==> config.mk <==
export PLATFORM = sky130hd
export DESIGN_NAME = key_event_reporter
export DESIGN_NICKNAME = d
export VERILOG_FILES = /design/src/rtl/key_event_reporter.sv
export SDC_FILE = /design/constraint.sdc
export NUM_CORES = 1
export LEC_CHECK = 0
export ABC_AREA = 1
export BUFFER_PORTS_ARGS = -buffer_cell sky130_fd_sc_hd__buf_2
export CORE_MARGIN = 1
export CORE_UTILIZATION = 35
export CTS_CLUSTER_SIZE = 25
export DETAILED_ROUTE_END_ITERATION = 8
export PLACE_DENSITY = 0.59
export SLEW_MARGIN = 40
export SYNTH_ARGS = -nofsm -noshare
export SYNTH_HDL_FRONTEND = slang
export SYNTH_SLANG_ARGS = --single-unit
export TNS_END_PERCENT = 100
==> constraint.sdc <==
create_clock -name clk -period 2.8 [get_ports clk]
set_clock_uncertainty 0.05 [all_clocks]
set_input_delay 0.28 -clock clk [delete_from_list [all_inputs] [get_ports clk]]
set_output_delay 0.28 -clock clk [all_outputs]
set_load 0.1 [all_outputs]
==> src/rtl/key_event_reporter.sv <==
// Debounces NUM_KEYS buttons, counts press events and reports each one as a
// 3-byte 8N1 UART record {'K', mask, count}, queued through a small FIFO.
//
// state | meaning
// IDLE  | line high, waiting for a queued event
// START | start bit (0) for one bit time
// DATA  | 8 data bits, LSB first
// STOP  | stop bit (1); then next byte of the record or back to IDLE
module key_event_reporter #(
   parameter int NUM_KEYS        = 2,
   parameter int CNT_WIDTH       = 2,
   parameter bit KEY_ACTIVE_LOW  = 1'b1,
   parameter int DEBOUNCE_CYCLES = 270000,
   parameter int CLKS_PER_BIT    = 234,
   parameter int FIFO_DEPTH      = 4
) (
   input  logic                 clk,
   input  logic                 rst,
   input  logic [NUM_KEYS-1:0]  key_in,
   output logic [NUM_KEYS-1:0]  key_state,
   output logic [CNT_WIDTH-1:0] count,
   output logic                 uart_tx,
   output logic                 tx_busy,
   output logic                 overflow
);
   localparam int DBW = $clog2(DEBOUNCE_CYCLES + 1);
   localparam int TW  = $clog2(CLKS_PER_BIT + 1);
   localparam int AW  = $clog2(FIFO_DEPTH);
   localparam int RW  = NUM_KEYS + CNT_WIDTH;
   localparam logic [DBW-1:0] DB_RELOAD  = DBW'(DEBOUNCE_CYCLES - 1);
   localparam logic [TW-1:0]  BIT_RELOAD = TW'(CLKS_PER_BIT - 1);
   localparam logic [AW:0]    FIFO_FULL  = (AW+1)'(FIFO_DEPTH);

   typedef enum logic [1:0] {S_IDLE, S_START, S_DATA, S_STOP} state_t;

   logic [NUM_KEYS-1:0]  sync1_q, sync1_d, sync2_q, sync2_d, level;
   logic [NUM_KEYS-1:0]  key_state_q, key_state_d, key_prev_q, key_prev_d, rise;
   logic [DBW-1:0]       db_cnt_q [NUM_KEYS];
   logic [DBW-1:0]       db_cnt_d [NUM_KEYS];
   logic [CNT_WIDTH-1:0] count_q, count_d;
   logic                 overflow_q, overflow_d;
   logic                 evt, push, pop, fifo_empty, fifo_full;
   logic [AW:0]          wr_ptr_q, wr_ptr_d, rd_ptr_q, rd_ptr_d, fill;
   logic [RW-1:0]        fifo_mem_q [FIFO_DEPTH];
   logic [RW-1:0]        head;

   state_t               state_q, state_d;
   logic [TW-1:0]        timer_q, timer_d;
   logic [2:0]           bit_idx_q, bit_idx_d;
   logic [1:0]           byte_idx_q, byte_idx_d;
   logic [7:0]           shift_q, shift_d;
   logic [RW-1:0]        rec_q, rec_d;
   logic                 uart_tx_q, uart_tx_d;
   logic [7:0]           mask8, cnt8, next_byte;

   // Input conditioning and per-key debounce (down-counter reloads while stable)
   always_comb begin
      sync1_d     = key_in;
      sync2_d     = sync1_q;
      level       = KEY_ACTIVE_LOW ? ~sync2_q : sync2_q;
      key_state_d = key_state_q;
      key_prev_d  = key_state_q;
      for (int i = 0; i < NUM_KEYS; i++) begin
         db_cnt_d[i] = DB_RELOAD;
         if (level[i] != key_state_q[i]) begin
            if (db_cnt_q[i] == '0)
               key_state_d[i] = level[i];
            else
               db_cnt_d[i] = db_cnt_q[i] - DBW'(1);
         end
      end
   end

   // Press events, counter and FIFO bookkeeping
   always_comb begin
      rise       = key_state_q & ~key_prev_q;
      evt        = |rise;
      count_d    = evt ? count_q + CNT_WIDTH'(1) : count_q;
      fill       = wr_ptr_q - rd_ptr_q;
      fifo_empty = (fill == '0);
      fifo_full  = (fill == FIFO_FULL);
      pop        = (state_q == S_IDLE) && !fifo_empty;
      push       = evt && (!fifo_full || pop);
      overflow_d = overflow_q | (evt & ~push);
      wr_ptr_d   = wr_ptr_q + (AW+1)'(push);
      rd_ptr_d   = rd_ptr_q + (AW+1)'(pop);
   end

   assign head = fifo_mem_q[rd_ptr_q[AW-1:0]];

   // UART transmitter
   always_comb begin
      state_d    = state_q;
      timer_d    = timer_q;
      bit_idx_d  = bit_idx_q;
      byte_idx_d = byte_idx_q;
      shift_d    = shift_q;
      rec_d      = rec_q;
      mask8      = '0;
      mask8[NUM_KEYS-1:0]  = rec_q[RW-1:CNT_WIDTH];
      cnt8       = '0;
      cnt8[CNT_WIDTH-1:0]  = rec_q[CNT_WIDTH-1:0];
      next_byte  = (byte_idx_q == 2'd0) ? mask8 : cnt8;
      case (state_q)
         S_IDLE: begin
            if (pop) begin
               rec_d      = head;
               byte_idx_d = 2'd0;
               shift_d    = 8'h4B;
               timer_d    = BIT_RELOAD;
               state_d    = S_START;
            end
         end
         S_START: begin
            if (timer_q == '0) begin
               timer_d   = BIT_RELOAD;
               bit_idx_d = 3'd0;
               state_d   = S_DATA;
            end else begin
               timer_d = timer_q - TW'(1);
            end
         end
         S_DATA: begin
            if (timer_q == '0) begin
               timer_d = BIT_RELOAD;
               if (bit_idx_q == 3'd7) begin
                  state_d = S_STOP;
               end else begin
                  bit_idx_d = bit_idx_q + 3'd1;
                  shift_d   = {1'b0, shift_q[7:1]};
               end
            end else begin
               timer_d = timer_q - TW'(1);
            end
         end
         S_STOP: begin
            if (timer_q == '0) begin
               if (byte_idx_q < 2'd2) begin
                  byte_idx_d = byte_idx_q + 2'd1;
                  shift_d    = next_byte;
                  timer_d    = BIT_RELOAD;
                  state_d    = S_START;
               end else begin
                  state_d = S_IDLE;
               end
            end else begin
               timer_d = timer_q - TW'(1);
            end
         end
         default: state_d = S_IDLE;
      endcase
      // Line level is registered from the next state so the pin never glitches
      case (state_d)
         S_START: uart_tx_d = 1'b0;
         S_DATA:  uart_tx_d = shift_d[0];
         default: uart_tx_d = 1'b1;
      endcase
   end

   always_ff @(posedge clk) begin
      if (rst) begin
         sync1_q     <= '0;
         sync2_q     <= '0;
         key_state_q <= '0;
         key_prev_q  <= '0;
         for (int i = 0; i < NUM_KEYS; i++) db_cnt_q[i] <= DB_RELOAD;
         count_q     <= '0;
         overflow_q  <= 1'b0;
         wr_ptr_q    <= '0;
         rd_ptr_q    <= '0;
         state_q     <= S_IDLE;
         timer_q     <= '0;
         bit_idx_q   <= '0;
         byte_idx_q  <= '0;
         shift_q     <= '0;
         rec_q       <= '0;
         uart_tx_q   <= 1'b1;
      end else begin
         sync1_q     <= sync1_d;
         sync2_q     <= sync2_d;
         key_state_q <= key_state_d;
         key_prev_q  <= key_prev_d;
         for (int i = 0; i < NUM_KEYS; i++) db_cnt_q[i] <= db_cnt_d[i];
         count_q     <= count_d;
         overflow_q  <= overflow_d;
         wr_ptr_q    <= wr_ptr_d;
         rd_ptr_q    <= rd_ptr_d;
         state_q     <= state_d;
         timer_q     <= timer_d;
         bit_idx_q   <= bit_idx_d;
         byte_idx_q  <= byte_idx_d;
         shift_q     <= shift_d;
         rec_q       <= rec_d;
         uart_tx_q   <= uart_tx_d;
      end
   end

   always_ff @(posedge clk) begin
      if (push) fifo_mem_q[wr_ptr_q[AW-1:0]] <= {rise, count_d};
   end

   assign key_state = key_state_q;
   assign count     = count_q;
   assign overflow  = overflow_q;
   assign uart_tx   = uart_tx_q;
   assign tx_busy   = (state_q != S_IDLE);

endmodule

Yosys cells after proc, flatten, opt, wreduce, memory -nomap -nowiden
Memories as Yosys holds them, arrays and structs flattened. A register that Yosys moved wholly into a read port is not among the register bits.
Cells that the tools add are included.

word-level totals
  RAM bits = 54
  logic and storage cells = 116
  memories = 2
  bits in registers = 41
  input port bits = 4

memories
  memory      words  bits a word  rd ports  clocked after memory_dff  wr ports  RTL line  text
  db_cnt_q    2      19           2         0                         2         38        logic [DBW-1:0] db_cnt_q [NUM_KEYS];
  fifo_mem_q  4      4            1         1                         1         44        logic [RW-1:0] fifo_mem_q [FIFO_DEPTH];

cells by class
  order comparisons = 1
  eq/ne operators = 16
  bitwise logic cells = 8
  add/subtract/negate cells = 9
  reductions and logical operators = 24
  multiplexer cells = 40

operators by type and width
  kind                                                  number
  two-way mux 19 bit                                    6
  two-way mux 8 bit                                     9
  one-hot mux 8 bit (3 select lines)                    2
  zero test 19 bit                                      2
  subtractor 19 x 1 -> 19 bit (second input constant)   2
  two-way mux 2 bit                                     10
  != test 2 bit (second input constant)                 6
  two-way mux 3 bit                                     3
  zero test 8 bit                                       1
  one-hot mux 2 bit (4 select lines)                    1
  AND reduction 2 bit                                   4
  AND reduction 4 bit                                   2
  subtractor 8 x 1 -> 8 bit (second input constant)     1
  adder 3 x 1 -> 3 bit                                  2
  equality test 2 bit (second input constant)           3
  equality test 3 bit (second input constant)           2
  two-way mux 1 bit                                     6
  one-hot mux 3 bit (2 select lines)                    1
  AND reduction 6 bit                                   1
  nonzero test 2 bit                                    3
  adder 2 x 1 -> 2 bit (second input constant)          2
  equality test 2 x 1 -> 1 bit (second input constant)  2
  zero test 2 bit                                       2
  NOT 2 bit                                             2
  other kinds (17)                                      23

Depth between registers and ports, before layout
  word-level depth = 9
  mapped depth = 15

Least setup slack after synthesis
OpenSTA, ideal clock, no wires.

  kind = reg2reg
  start point = reg key_state_q[0], in the netlist key_state[0]
  end point = mem fifo_mem_q[0][0] in the netlist's numbering, enable pin
  setup slack = 0.427 ns
  cell stages (with the launch flop) = 5
  arrival time = 1.962 ns
  path buffers = 0
  period minus slack after synthesis = 2.373 ns
  path through = dfxtp_1 inv_1 o22ai_1 nand2_1 nor3_1

between the ends
  cells in the longest elaborated chain, start to end = 5

RTL lines
  element                                  RTL line  text
  start, declared                          37        logic [NUM_KEYS-1:0] key_state_q, key_state_d, key_prev_q, key_prev_d, rise;
  start signal, assigned                   181       key_state_q <= key_state_d;
  bitwise AND 2 bit                        76        rise = key_state_q & ~key_prev_q;
  OR reduction 2 bit                       77        evt = |rise;
  logical AND 1 bit                        83        push = evt && (!fifo_full || pop);
  two-way mux 1 bit                        199       if (push) fifo_mem_q[wr_ptr_q[AW-1:0]] <= {rise, count_d};
  two-way mux 1 bit (not written as such)  199
  end, declared                            44

No other way between the ends.

Worst setup path after layout
  start point = reg rd_ptr_q[1]
  end point = mem fifo_mem_q[2][1] in the netlist's numbering, enable pin

between the ends
  cells in the longest elaborated chain, start to end = 8
  elaborated cells on any way between the ends = 10
  those cells by class = add/sub (1); eq/ne (1); mux (2); reduce/logical (6)

RTL lines
  element                                      RTL line  text
  start, declared                              43        logic [AW:0] wr_ptr_q, wr_ptr_d, rd_ptr_q, rd_ptr_d, fill;
  start signal, assigned                       187       rd_ptr_q <= rd_ptr_d;
  subtractor 3 bit (*)                         79        fill = wr_ptr_q - rd_ptr_q;
  zero test 3 bit                              80        fifo_empty = (fill == '0);
  zero test 1 bit                              82        pop = (state_q == S_IDLE) && !fifo_empty;
  logical AND 1 bit                            82
  logical OR 1 bit (*)                         83
  logical AND 1 bit (*)                        83
  two-way mux 1 bit (*)                        199
  two-way mux 1 bit (not written as such) (*)  199

Mark *: on every way between the ends. The rest lies on a longest branch, timed or not.

==> impl_metrics.csv <==
group,metric,value,unit
global_routing,antenna_found_initial,0,
critical_path,crit_path_top_delay_cell,"nor3_1",
critical_path,arrival,2.29,ns
status,status,"complete, but fails checks",
power,power_density,858,nW/µm²
final_layout,fin_nets,615,
final_layout,syn_to_final_growth,12.5,%
drt,drt_iter0_drc,149,
yosys,yosys_warnings,0,
drt,detail_route.wl_per_cell,10.7,µm
timing,slew-limit-headroom,0.606,
clock_tree,cts_hold_buf,0,
global_routing,grt_pass1_vias,3373,
global_routing,grt_pass1_wl,15.0,mm
drt,detail-route-antenna-nets,0,
drt,wl,8.33,mm
timing,setup_viol,0,
critical_path,cp_top_family,"simple AND/OR/NAND/NOR gates",
clock_tree,cts.sinks,98,
yosys,ys_ff_latch,98,
yosys,yosys.cell_types.count,40,
placed_design,io_buffers,10,
yosys,syn_area,4510,µm²
floorplan,start_util,0.359,
timing,rsz0062_at_grt,"no",
yosys,yosysSeqAreaShare,0.471,
timing,timing.setup.tns,0,ns
status,violations,"DRC",
critical_path,critPathMostFrequentCell,"nand2_1",
placed_design,place_congestion,0.775,
critical_path,cp_data_required_time,2.73,ns
min_path,worstHoldPathType,"in2reg",
run,max_cap_violations,0,
clock_tree,clock_path_buffers,2,
floorplan,core,12600,µm²
global_routing,gr-total-overflow,0,
drt,drtPass1Iterations,6,
yosys,async_reset_ff_frac,0,
final_layout,fillers,1270,
clock_tree,clkTransAtPathRegs,0.06,ns
timing,max_freq,424,MHz
drt,vias_per_cell,4.55,
clock_tree,insertion_delay,0.34,ns
clock_tree,cts_resized,0,
placed_design,placed_cells,759,
floorplan,fp-row-count,41,
final_layout,layout_commonest_cell,"nand2_1",
final_layout,num_antenna_cells,0,
final_layout,drive_gt1_frac,0.0995,
power,p_leak,2.10,nW
timing,period_minus_slack,2.36,ns
final_layout,multi_input_area,2020,µm²
timing,hold_violations,0,
critical_path,start_kind,"flip-flop",
timing,fin_crit_sh,0.843,
clock_tree,cts_buffers,9,
clock_tree,cts.htree.levels,3,
floorplan,die-area,13300,µm²
clock_tree,root_buffer,"clkbuf_16",
global_routing,grt_max_degree,34,
yosys,synthCells,585,
drt,num_vias,3529,
timing,worst_slew_pin_slew,0.586,ns
critical_path,crit_path_cell_trace,"inv_1, ha_1, a21oi_1, nand2_1, nand3_1, nand2_2, nand2_1, nand2_1, nor3_1",
floorplan,die_w,116,µm
power,vdd_ir_drop_max,0.000329,V
clock_tree,cts_setup_buffers,0,
final_layout,layout_common_cells,"nand2_1, nor2_1, dfxtp_1",
final_layout,regArea,2120,µm²
yosys,synthFlopType,"dfxtp_1",
critical_path,crit_path_max_fanout,6,
critical_path,path_buf_inv,1,
timing,maxSlewViolCount,0,
global_routing,grt_util_all_layers,0.143,
placed_design,place_hpwl,6.04,mm
critical_path,path_class,"reg2reg",
yosys,synth_edf_count,16,
clock_tree,cts_tree,"built",
critical_path,cp_slowest_stage_delay,0.49,ns
yosys,syn_avg_cell_area,7.71,µm²
floorplan,die_h,116,µm
floorplan,ios,11,
final_layout,fin_cells,775,
yosys,syn-num-nets,602,
drt,drcViolationCount,2,
critical_path,crit_path_end_kind,"flip-flop",
==> layout make-up <==
class / instances / area share
sequential: 98 / 0.418
clock inverter: 7 / 0.0229
inverter: 80 / 0.0592
clock buffer: 9 / 0.0444
timing repair buffer: 13 / 0.0143
multi-input combinational: 396 / 0.399
tap: 172 / 0.0424
==> worst paths after layout <==
path	start	to	slack [ns]	depth (start not counted)
setup / recovery	rd_ptr_q[1]	fifo_mem_q[2][1]	0.44	9
hold / removal	key_in[1]	sync1_q[1]	0.09	3
setup reg to reg	rd_ptr_q[1]	fifo_mem_q[2][1]	0.44	9
hold reg to reg	db_cnt_q[0][19]	db_cnt_q[0][19]	0.34	1
==> flip-flops by register name, summed over array words and instances (netlist names), 2 cells and up <==
name        flops
db_cnt_q       38
fifo_mem_q     16
timer_q         8
shift_q         7
rec_q           4
bit_idx_q       3
rd_ptr_q        3
wr_ptr_q        3
byte_idx_q      2
count           2
key_prev_q      2
key_state       2
state_q         2
sync1_q         2
sync2_q         2
==> cells by family (layout without fill, tap and decap cells) <==
kind of cell / after synthesis / count (layout) / synth area share
adder cells (fa/ha/maj): 13 / 13 / 0.0361
flip-flops: 98 / 98 / 0.471
multiplexers: 1 / 1 / 0.00222
AND/OR/NAND/NOR: 276 / 276 / 0.270
buffers and inverters: 91 / 109 / 0.0810
XOR/XNOR: 12 / 12 / 0.0233
AO/OA/AOI/OAI: 94 / 94 / 0.117
==> synthesized netlist by cell type (3+ instances only) <==
master    count  area share
nand2_1     109       0.091
nor2_1       87       0.072
dfxtp_1      82        0.36
inv_1        73       0.061
a21oi_1      41       0.046
o21ai_0      31       0.034
nand3_1      26       0.029
edfxtp_1     16        0.11
nor3_1       14       0.016
ha_1         13       0.036
nand4_1       9       0.012
nor2_2        8       0.011
inv_2         7      0.0058
xnor2_1       7       0.014
a211oi_1      5      0.0083
clkbuf_1      5      0.0042
nand2_2       5      0.0069
o21ai_1       5      0.0055
o22ai_1       5      0.0069
xor2_1        5      0.0097
buf_4         4      0.0067
nor2_4        4       0.010
or2_1         3      0.0042
==> per-stage QoR <==
| stage | utilization | instance area (µm²) | total power (W) | setup slack [ns] | hold WS [ns] |
|---|---|---|---|---|---|
| floorplan | - | 4510 | 0.00277 | 0.427 | 0.316 |
| global placement | 0.377 | 4730 | 0.00296 | 0.619 | 0.328 |
| detailed placement | 0.377 | 4730 | 0.00299 | 0.464 | 0.329 |
| CTS | 0.404 | 5070 | 0.00440 | 0.450 | 0.0790 |
| global route | 0.404 | 5070 | 0.00465 | 0.182 | 0.0909 |
| finish | 0.404 | 5070 | 0.00436 | 0.440 | 0.0897 |
==> worst register-to-register path, cell delays in order, from the launching register on <==
cell and delay (ns):
dfxtp_1 0.41, inv_1 0.12, ha_1 0.32, a21oi_1 0.16, nand2_1 0.11, nand3_1 0.11, nand2_2 0.06, nand2_1 0.06
nand2_1 0.12, nor3_1 0.49
==> metal layers <==
metal / vias up / share of wire / track usage
met4: 0 / 0.015 / 0.0623
met2: 37 / 0.46 / 0.238
met5: - / 0 / 0
li1: 1920 / - / -
met3: 12 / 0.025 / 0.0298
met1: 1560 / 0.49 / 0.178
==> power by group <==
part           internal (W)  total (W)  switching (W)
Clock              0.000872    0.00140       0.000524
Sequential          0.00157    0.00171       0.000136
Combinational      0.000407    0.00125       0.000846
Total               0.00285    0.00436        0.00151
(Power assumes the default switching activity.)
